`src/rtl/mmix_bus_pkg.sv`:
```
// Shared types for the MMIX-to-Avalon bridge: access sizes and bridge FSM states.
package mmix_bus_pkg;

    typedef enum logic [1:0] {
        DS_BYTE  = 2'd0,
        DS_WYDE  = 2'd1,
        DS_TETRA = 2'd2,
        DS_OCTA  = 2'd3
    } datasize_e;

    typedef enum logic [2:0] {
        IDLE    = 3'd0,
        CMD_HI  = 3'd1,
        WAIT_HI = 3'd2,
        CMD_LO  = 3'd3,
        WAIT_LO = 3'd4,
        DONE    = 3'd5
    } bridge_state_e;

endpackage

```
`src/rtl/mmix_lane_mux.sv`:
```
// Big-endian lane steering between the 64-bit MMIX data path and a 32-bit Avalon beat.
module mmix_lane_mux
    import mmix_bus_pkg::*;
(
    input  datasize_e   i_size,
    input  logic [1:0]  i_lane,
    input  logic        i_hi_beat,
    input  logic [63:0] i_wdata,
    input  logic [31:0] i_avm_rdata,
    output logic [3:0]  o_byteenable,
    output logic [31:0] o_avm_wdata,
    output logic [31:0] o_rdata
);

    always_comb begin
        o_byteenable = 4'b0000;
        o_avm_wdata  = 32'd0;
        o_rdata      = 32'd0;
        unique case (i_size)
            DS_BYTE: begin
                // Lane 0 (lowest byte address) lives in bits 31:24.
                o_byteenable = 4'b1000 >> i_lane;
                o_avm_wdata  = {4{i_wdata[7:0]}};
                unique case (i_lane)
                    2'd0:    o_rdata = {24'd0, i_avm_rdata[31:24]};
                    2'd1:    o_rdata = {24'd0, i_avm_rdata[23:16]};
                    2'd2:    o_rdata = {24'd0, i_avm_rdata[15:8]};
                    default: o_rdata = {24'd0, i_avm_rdata[7:0]};
                endcase
            end
            DS_WYDE: begin
                o_byteenable = i_lane[1] ? 4'b0011 : 4'b1100;
                o_avm_wdata  = {2{i_wdata[15:0]}};
                o_rdata      = i_lane[1] ? {16'd0, i_avm_rdata[15:0]}
                                         : {16'd0, i_avm_rdata[31:16]};
            end
            DS_TETRA: begin
                o_byteenable = 4'b1111;
                o_avm_wdata  = i_wdata[31:0];
                o_rdata      = i_avm_rdata;
            end
            default: begin
                o_byteenable = 4'b1111;
                o_avm_wdata  = i_hi_beat ? i_wdata[63:32] : i_wdata[31:0];
                o_rdata      = i_avm_rdata;
            end
        endcase
    end

endmodule

```
`src/rtl/mmix_avm_bridge.sv`:
```
// Bridges single MMIX load/store requests onto a 32-bit big-endian Avalon-MM master,
// splitting octa accesses into a HI beat followed by a LO beat.
module mmix_avm_bridge
    import mmix_bus_pkg::*;
#(
    parameter int ADDR_W = 32
)
(
    input  logic              clk,
    input  logic              reset_n,
    input  logic [63:0]       mmix_address,
    input  logic [1:0]        mmix_datasize,
    input  logic              mmix_read,
    input  logic              mmix_write,
    input  logic [63:0]       mmix_writedata,
    output logic [63:0]       mmix_readdata,
    output logic              mmix_done,
    output logic [ADDR_W-1:0] avm_address,
    output logic              avm_read,
    output logic              avm_write,
    output logic [3:0]        avm_byteenable,
    output logic [31:0]       avm_writedata,
    input  logic [31:0]       avm_readdata,
    input  logic              avm_waitrequest,
    input  logic              avm_readdatavalid
);

    bridge_state_e     r_state;
    logic [ADDR_W-1:0] r_addr;
    datasize_e         r_size;
    logic              r_is_read;
    logic [63:0]       r_wdata;
    logic [31:0]       r_hi_word;
    logic [63:0]       r_rdata;

    logic              w_octa;
    logic              w_lo_beat;
    logic              w_cmd;
    logic [ADDR_W-1:0] w_addr_hi;
    logic [ADDR_W-1:0] w_addr_lo;
    logic [3:0]        w_be;
    logic [31:0]       w_wd;
    logic [31:0]       w_rd_lane;

    generate
        if (ADDR_W < 64) begin : g_addr_trunc
            logic w_unused_addr;
            assign w_unused_addr = ^mmix_address[63:ADDR_W];
        end
    endgenerate

    assign w_octa    = (r_size == DS_OCTA);
    assign w_lo_beat = (r_state == CMD_LO);
    assign w_cmd     = (r_state == CMD_HI) || w_lo_beat;
    assign w_addr_hi = {r_addr[ADDR_W-1:3], r_addr[2] & ~w_octa, 2'b00};
    assign w_addr_lo = w_addr_hi + ADDR_W'(4);

    mmix_lane_mux u_lane_mux (
        .i_size       (r_size),
        .i_lane       (r_addr[1:0]),
        .i_hi_beat    (~w_lo_beat),
        .i_wdata      (r_wdata),
        .i_avm_rdata  (avm_readdata),
        .o_byteenable (w_be),
        .o_avm_wdata  (w_wd),
        .o_rdata      (w_rd_lane)
    );

    // Command outputs are gated so the bus reads all-zero whenever no command is offered.
    assign avm_address    = w_cmd ? (w_lo_beat ? w_addr_lo : w_addr_hi) : '0;
    assign avm_byteenable = w_cmd ? w_be : 4'b0000;
    assign avm_writedata  = w_cmd ? w_wd : 32'd0;
    assign avm_read       = w_cmd & r_is_read;
    assign avm_write      = w_cmd & ~r_is_read;
    assign mmix_done      = (r_state == DONE);
    assign mmix_readdata  = r_rdata;

    always_ff @(posedge clk or negedge reset_n) begin
        if (!reset_n) begin
            r_state   <= IDLE;
            r_addr    <= '0;
            r_size    <= DS_BYTE;
            r_is_read <= 1'b0;
            r_wdata   <= 64'd0;
            r_hi_word <= 32'd0;
            r_rdata   <= 64'd0;
        end else begin
            unique case (r_state)
                IDLE: begin
                    if (mmix_read || mmix_write) begin
                        r_addr    <= mmix_address[ADDR_W-1:0];
                        r_size    <= datasize_e'(mmix_datasize);
                        r_is_read <= mmix_read;
                        r_wdata   <= mmix_writedata;
                        r_state   <= CMD_HI;
                    end
                end
                CMD_HI: begin
                    if (!avm_waitrequest) begin
                        if (r_is_read)   r_state <= WAIT_HI;
                        else if (w_octa) r_state <= CMD_LO;
                        else             r_state <= DONE;
                    end
                end
                WAIT_HI: begin
                    if (avm_readdatavalid) begin
                        // Octa HI word is parked so mmix_readdata only changes once per load.
                        if (w_octa) begin
                            r_hi_word <= avm_readdata;
                            r_state   <= CMD_LO;
                        end else begin
                            r_rdata <= {32'd0, w_rd_lane};
                            r_state <= DONE;
                        end
                    end
                end
                CMD_LO: begin
                    if (!avm_waitrequest) r_state <= r_is_read ? WAIT_LO : DONE;
                end
                WAIT_LO: begin
                    if (avm_readdatavalid) begin
                        r_rdata <= {r_hi_word, avm_readdata};
                        r_state <= DONE;
                    end
                end
                DONE:    r_state <= IDLE;
                default: r_state <= IDLE;
            endcase
        end
    end

endmodule

```
`config.mk`:
```
export PLATFORM = sky130hd
export DESIGN_NAME = mmix_avm_bridge
export DESIGN_NICKNAME = d
export VERILOG_FILES = /design/src/rtl/mmix_bus_pkg.sv /design/src/rtl/mmix_lane_mux.sv /design/src/rtl/mmix_avm_bridge.sv
export SDC_FILE = /design/constraint.sdc
export NUM_CORES = 1
export LEC_CHECK = 0
export BUFFER_PORTS_ARGS = -buffer_cell sky130_fd_sc_hd__buf_2
export CORE_UTILIZATION = 41
export CTS_CLUSTER_DIAMETER = 30
export CTS_CLUSTER_SIZE = 25
export DETAILED_ROUTE_END_ITERATION = 10
export PLACE_DENSITY = 0.71
export SKIP_CTS_REPAIR_TIMING = 1
export SLEW_MARGIN = 20
export SYNTH_ARGS = -nofsm -noshare
export SYNTH_HDL_FRONTEND = slang
export SYNTH_SLANG_ARGS = --single-unit
```
`constraint.sdc`:
```
create_clock -name clk -period 2.32 [get_ports clk]
set_input_delay 0.116 -clock clk [delete_from_list [all_inputs] [get_ports clk]]
set_output_delay 0.116 -clock clk [all_outputs]
set_load 0.03 [all_outputs]
```
==> results of run 1 <==
[critical path: cells and delay by family, from the launching register on]
family | cells | cell delay [ns]
flip-flops | 1 | 0.38
AND/OR/NAND/NOR | 2 | 1.19
buffers and inverters | 1 | 0.16
AO/OA/AOI/OAI | 2 | 0.45
[state kept, by name (all words and copies together), names as in the netlist]
name           cells
r_size             2
r_wdata           64
r_is_read          1
r_addr            32
r_hi_word         32
mmix_readdata     64
r_state            3
[cell type report]
cell class	count	share of cell area, %
repair buffers	458	24.3
well taps	313	2.83
multi-input cells	552	32.3
inverters	26	0.706
clock buffers	19	3.20
flip-flops and latches	198	35.9
clock inverters	12	0.806
[power by group through the flow]
stage	combinational (mW)	sequential [mW]	clock (mW)
finish	11.2	6.43	2.85
detailed placement	10.6	6.41	0
global route	11.9	6.62	3.03
CTS	10.6	6.35	2.91
global placement	10.4	6.32	0
floorplan	6.26	7.18	0
[stage by stage]
step	setup WS, ns	hold slack (ns)	power (mW)	area (um^2)	TNS [ns]
finish	-0.403	-0.00665	20.5	13800	-6.70
global route	-0.479	0.00217	21.6	13800	-9.28
global placement	0.0442	0.195	16.7	11700	0
floorplan	-0.0155	-0.180	13.4	9640	-0.0155
detailed placement	-0.00371	0.200	17.0	11700	-0.00371
CTS	-0.485	-0.269	19.9	12200	-8.68
[cell families (layout without fill, tap and decap cells)]
logic type,after synthesis,count (layout)
flops,198,198
buf+inv,91,515
compound gates,201,201
mux,178,178
xor+xnor,7,7
simple gates,162,164
other cells,1,2
[Yosys cell counts, types with 3 or more instances]
master and count:
dfrtp_1 198, mux2_2 146, a21oi_1 67, nand2_1 62, clkbuf_1 43, a22o_1 41
o21ai_0 34, nor2_1 33, inv_1 26, mux2i_1 24, a22oi_1 16, buf_2 14
o31ai_1 14, or4_1 14, nand3_1 9, nand4_1 9, a222oi_1 8, a31oi_1 8
mux4_2 8, or3_1 7, buf_1 6, nand2b_1 5, nor4_1 5, nor3_1 4
xnor2_1 4, and3_1 3, nor2b_1 3, xor2_1 3
[final timing paths]
| kind | start | end | slack, ns | cells past startpoint |
|---|---|---|---|---|
| hold reg to reg | r_hi_word[27] | mmix_readdata[59] | 0.48 | 1 |
| hold / removal | avm_readdata[16] | mmix_readdata[16] | -0.007 | 3 |
| max in group asynchronous | reset_n | r_wdata[22] | 1.32 | 3 |
| setup / recovery | r_size[1] | avm_address[17] | -0.40 | 5 |
| min in group asynchronous | reset_n | mmix_readdata[37] | 0.28 | 2 |
| setup reg to reg | r_state[1] | r_wdata[53] | 0.27 | 5 |
[layer usage]
| layer | up-vias | wire length [um] |
|---|---|---|
| li1 | 3903 | - |
| met1 | 4274 | 12300 |
| met5 | - | 0 |
| met3 | 59 | 2510 |
| met2 | 445 | 15700 |
| met4 | 0 | 660 |
==> flow_metrics.py, run 1 <==
metrics = {
    "critical_path": {
        "timing.critical_path.arrival_ns": 2.61,
        "worstSetupPathType": "reg2out",
        "slowest_delay_ns": 0.64,
        "cp_data_required_time_ns": 2.20,
        "startpoint_type_of_the_worst_setup_path": "register",
        "cpMostUsedCell": "or4_4",
        "critPathCaptureType": "output pin",
        "crit_slowest_cell": "or4_4",
        "ordered_list_of_cells_on_the_worst_path": "a21bo_2 -> or4_4 -> or4_4 -> a21oi_2 -> buf_6",
        "timing.critical_path.fanout_max": 8,
    },
    "sta": {
        "worst-slew-pin-transition_ns": 0.672,
        "final_clock_period_utilization_by_the_worst_path_pct": 117,
        "clock-skew-final_ns": 0.0105,
        "setup-violations-final": 22,
        "timing.slew.headroom_pct": 55.2,
        "layout_min_cycle_time_ns": 2.72,
        "final-max-slew-violation-count": 0,
        "grt_setup_unrepaired": "yes",
        "final-hold-violation-count": 1,
        "fin_ws_ns": -0.403,
        "highest_achievable_clock_rate_ghz": 0.367,
        "hold_ws_ns": -0.00665,
    },
    "power": {
        "share_clk_of_total_power_pct": 13.9,
        "p_leak_nw": 6.42,
        "swShare_pct": 45.3,
        "worst_ir_drop_vdd_mv": 0.807,
        "pwr-share-seq_pct": 31.4,
        "power.combinational.fraction_pct": 54.7,
        "power.switching_mw": 9.29,
        "p_per_area_nw_per_um2": 1480,
        "cellInternalPower_mw": 11.2,
    },
    "synth": {
        "post_synth_num_cell_types": 46,
        "ys.warnings.count": 0,
        "synth_simple_gate_area_share_pct": 8.38,
        "synth_edf_count": 0,
        "synth_area_per_inst_um2": 11.4,
        "ys.flop_type": "dfrtp_1",
        "netlist_area_um2": 9580,
        "post_synth_mux_area_share_pct": 21.5,
        "synth_top_area_cell": "dfrtp_1",
        "yosysTopAreaCellShare_pct": 51.7,
        "synthXorXnorAreaFrac_pct": 0.640,
        "synth_top_family_by_area": "multiplexers",
        "synth_seq_cells": 198,
        "synth-compound-area-share_pct": 13.9,
        "synth-seq-area-share_pct": 51.7,
        "post_synth_main_area_contributors": "dfrtp_1, mux2_2, a22o_1",
        "post_synth_inst_count": 838,
        "synth_adder_area_share_pct": 0,
        "ys_async_sr_fraction_pct": 100,
    },
    "detailed_routing": {
        "postRouteAntennaNets": 0,
        "drtIter0Drc": 616,
        "detail_route.wl_per_cell_um": 19.7,
        "detail_route.vias_per_cell": 5.50,
        "route.vias.total": 8681,
        "sum_of_routed_wire_length_over_all_layers_um": 31200,
        "drc_errors": 0,
        "dr.pass1.iters": 8,
    },
    "finish": {
        "antenna-diode-count": 0,
        "total_area_of_multi_input_combinational_cells_um2": 4470,
        "nFillCells": 1794,
        "layout.area.seq_um2": 4960,
        "most-common-layout-cells": "buf_2, dfrtp_1, mux2_2",
        "num-nets-final": 1421,
        "commonest_non_fill_non_tap_cell_in_the_layout": "buf_2",
        "fin_cells": 1578,
        "postLayoutCoreUtil_pct": 60.7,
        "area_growth_pct": 44.3,
        "drive_gt1_share_pct": 44.7,
    },
    "clock_network": {
        "htreeDepth": 4,
        "clock_tree.root_cell": "clkbuf_16",
        "cts_buffers": 17,
        "worstSkewPairLatency_ns": 0.43,
        "clkTransAtPathRegs_ns": 0.07,
        "clock_sinks": 198,
        "clock_tree.buffer_depth": 2,
        "cts_tree": "yes",
    },
    "global_route": {
        "gr-total-overflow": 0,
        "global_route.usage.met3_pct": 7.74,
        "grtUsageMet1_pct": 28.7,
        "grt_first_pass_wirelength_um": 42800,
        "top_usage_layer": "met2",
        "first_global_vias": 7624,
        "antenna_found_initial": 0,
        "track_usage_pct": 23.2,
        "global_routing_met2_resource_utilization_pct": 38.7,
        "grt_max_degree": 78,
    },
    "placed_design": {
        "routability_driven_placement_congestion_ratio": 0.795,
        "port_buffers": 268,
        "dp_hpwl_um": 19600,
        "placedCellCount": 1409,
    },
    "job": {
        "timing.max_cap.violations": 0,
    },
    "floorplan": {
        "floorplan.initialDensity_pct": 42.1,
        "die_area_um2": 24000,
        "design.core.area_um2": 22800,
        "floorplan.die.height_um": 155,
        "rows": 55,
        "die_x_um": 155,
        "io_pins": 303,
    },
    "status": {
        "status": "complete, but fails checks",
        "violations": "hold timing, setup timing",
    },
    "hold_path": {
        "holdCritPathClass": "in2reg",
    },
}
Power figures use the tool's default switching activity.
==> run 2, diff against run 1 <==
- CTS_CLUSTER_DIAMETER: 30 -> unset
- SYNTH_HIERARCHICAL: unset -> 1
==> run 2 against run 1 <==
The flow finishes with violations (setup timing). Routed wire length shrank 0.81%. Global-route usage shrank 1.5 points. Die area grew 5.4%. Critical path type unchanged.
==> flow_metrics.py, run 2 <==
metrics = {
    "finish": {
        "most-common-layout-cells": "buf_2, dfrtp_1, mux2_2",
        "num-nets-final": 1476,
        "drive_gt1_share_pct": 40.7,
        "antenna-diode-count": 0,
        "final_cell_area_um2": 14100,
        "commonest_non_fill_non_tap_cell_in_the_layout": "buf_2",
        "area_growth_pct": 39.8,
        "postLayoutCoreUtil_pct": 58.3,
    },
    "synth": {
        "synth_edf_count": 0,
        "post_synth_num_cell_types": 55,
        "netlist_area_um2": 10100,
        "synth_top_area_cell": "dfrtp_1",
        "synth_area_per_inst_um2": 11.0,
        "yosysTopAreaCellShare_pct": 49.0,
        "ys.warnings.count": 6,
        "synth-seq-area-share_pct": 49.0,
        "ys_async_sr_fraction_pct": 100,
        "ys.flop_type": "dfrtp_1",
        "synth_seq_cells": 198,
        "cell_types_with_the_highest_counts_after_synthesis": "dfrtp_1, mux2_2, nand2_1, and2_1, a22o_1",
        "post_synth_main_area_contributors": "dfrtp_1, mux2_2, a22o_1",
        "yosys.cell_count.top_type": "dfrtp_1",
        "post_synth_inst_count": 920,
    },
    "sta": {
        "highest_achievable_clock_rate_ghz": 0.403,
        "final-hold-violation-count": 0,
        "fin_ws_ns": -0.162,
        "final_clock_period_utilization_by_the_worst_path_pct": 107,
        "clock-skew-final_ns": 0.0125,
        "final-max-slew-violation-count": 0,
        "setup-violations-final": 16,
        "worst-slew-pin-transition_ns": 0.574,
        "grt_setup_unrepaired": "yes",
        "timing.slew.headroom_pct": 61.7,
        "layout_min_cycle_time_ns": 2.48,
    },
    "detailed_routing": {
        "drc_errors": 0,
        "detail_route.wl_per_cell_um": 18.8,
        "dr.pass1.iters": 6,
        "drtIter0Drc": 611,
        "route.vias.total": 8886,
        "sum_of_routed_wire_length_over_all_layers_um": 30900,
        "detail_route.vias_per_cell": 5.41,
        "postRouteAntennaNets": 0,
    },
    "floorplan": {
        "design.core.area_um2": 24200,
        "floorplan.die.height_um": 159,
        "die_x_um": 159,
        "die_area_um2": 25300,
        "io_pins": 303,
        "rows": 57,
        "floorplan.initialDensity_pct": 41.7,
    },
    "critical_path": {
        "crit_slowest_cell": "dfrtp_1",
        "worstSetupPathType": "reg2out",
        "ordered_list_of_cells_on_the_worst_path": "and4_2 -> and3_2 -> nand4_4 -> or3_1 -> a21oi_1 -> buf_4",
        "timing.critical_path.fanout_max": 7,
        "timing.critical_path.arrival_ns": 2.37,
        "slowest_delay_ns": 0.43,
        "critPathCaptureType": "output pin",
        "startpoint_type_of_the_worst_setup_path": "register",
        "cp_data_required_time_ns": 2.20,
        "reg_to_reg_setup_timing_slack_ns": 0.18,
    },
    "power": {
        "p_per_area_nw_per_um2": 1470,
        "worst_ir_drop_vdd_mv": 0.836,
        "share_clk_of_total_power_pct": 13.9,
        "pwr-share-seq_pct": 30.7,
        "cellInternalPower_mw": 11.4,
        "swShare_pct": 45.1,
        "p_leak_nw": 6.56,
        "power.combinational.fraction_pct": 55.5,
        "power.switching_mw": 9.37,
    },
    "global_route": {
        "antenna_found_initial": 0,
        "track_usage_pct": 21.8,
        "grt_max_degree": 97,
        "gr-total-overflow": 0,
        "grt_first_pass_wirelength_um": 43700,
        "first_global_vias": 8075,
    },
    "placed_design": {
        "port_buffers": 268,
        "routability_driven_placement_congestion_ratio": 0.802,
        "dp_hpwl_um": 19000,
        "detailed_place.area_um2": 11900,
    },
    "status": {
        "status": "complete, but fails checks",
        "violations": "setup timing",
    },
    "job": {
        "timing.max_cap.violations": 0,
    },
    "clock_network": {
        "cts_buffers": 17,
        "clkTransAtPathRegs_ns": 0.08,
        "clock_tree.buffer_depth": 2,
        "worstSkewPairLatency_ns": 0.43,
        "clock_tree.root_cell": "clkbuf_16",
        "clock_sinks": 198,
        "cts_tree": "yes",
        "htreeDepth": 4,
    },
    "hold_path": {
        "holdCritPathClass": "in2reg",
    },
}
-- run 2: cell count changes after synthesis, moves of 10 or more --
cell	delta
and2_1	+55
a21oi_1	-36
inv_1	-17
o31ai_1	-11
clkbuf_1	-20
buf_4	+11
a22oi_1	-15
o21ai_0	+14
buf_2	+15
a31oi_1	+16
nand2_1	+39
xor2_1	+10
or4_1	-11
-- run 2: layout make-up --
cell class                 instances  area, um^2
fill                            1957       10100
sequential                       198        4960
multi-input combinational        645        4890
timing repair buffer             437        3290
clock buffer                      18         429
tap                              324         405
clock inverter                    13         118
inverter                           9        33.8
-- run 2: stage by stage --
step	setup WS (ns)	hold WS (ns)	power, mW	instances	TNS (ns)
after global routing	-0.253	0.00100	21.9	1644	-3.23
after global placement	0.224	0.103	16.3	1474	0
final	-0.162	0.00278	20.8	1644	-1.45
after detailed placement	0.185	0.108	16.6	1474	0
after CTS	-0.307	-0.356	19.5	1505	-9.48
after floorplan	0.194	-0.180	13.6	921	0
-- run 2: path summary, 6_finish.rpt --
path	depth (start not counted)	from	endpoint
min in group asynchronous	2	reset_n	mmix_readdata[60]
setup reg to reg	6	r_state[2]	r_addr[18]
hold / removal	3	mmix_write	r_is_read
max in group asynchronous	3	reset_n	r_wdata[37]
setup / recovery	6	r_addr[10]	avm_address[28]
hold reg to reg	2	mmix_readdata[21]	mmix_readdata[21]
-- run 2: kinds of logic after synthesis --
family                    Yosys count  synth area share (%)
other                               1                0.0371
DFF                               198                  49.0
and+or+nand+nor                   260                  13.3
muxes                             181                  19.8
xor gates and xnor gates           17                  1.47
AOI/OAI and AO/OA                 184                  12.2
buffers and inverters              79                  4.15
-- run 2: per-layer routing --
| layer | routed length [um] | track usage, % | vias to the layer above |
|---|---|---|---|
| met5 | 0 | 0 | - |
| met4 | 889 | 6.21 | 0 |
| met3 | 1990 | 5.94 | 63 |
| met2 | 15300 | 36.1 | 396 |
| met1 | 12700 | 27.9 | 4366 |
| li1 | - | - | 4061 |
-- run 2: power groups by stage --
stage / registers, mW / clock network (mW) / logic, mW
after floorplan: 6.89 / 0 / 6.71
after global placement: 6.27 / 0 / 10.0
after detailed placement: 6.35 / 0 / 10.2
after CTS: 6.28 / 2.94 / 10.2
after global routing: 6.55 / 3.07 / 12.3
final: 6.37 / 2.88 / 11.5
-- run 2: worst max-delay path, delay by kind of cell, from the launching register on --
kind / cells / cell delay (ns)
flops: 1 / 0.43
compound gates: 1 / 0.18
buf+inv: 1 / 0.19
simple gates: 4 / 1.13
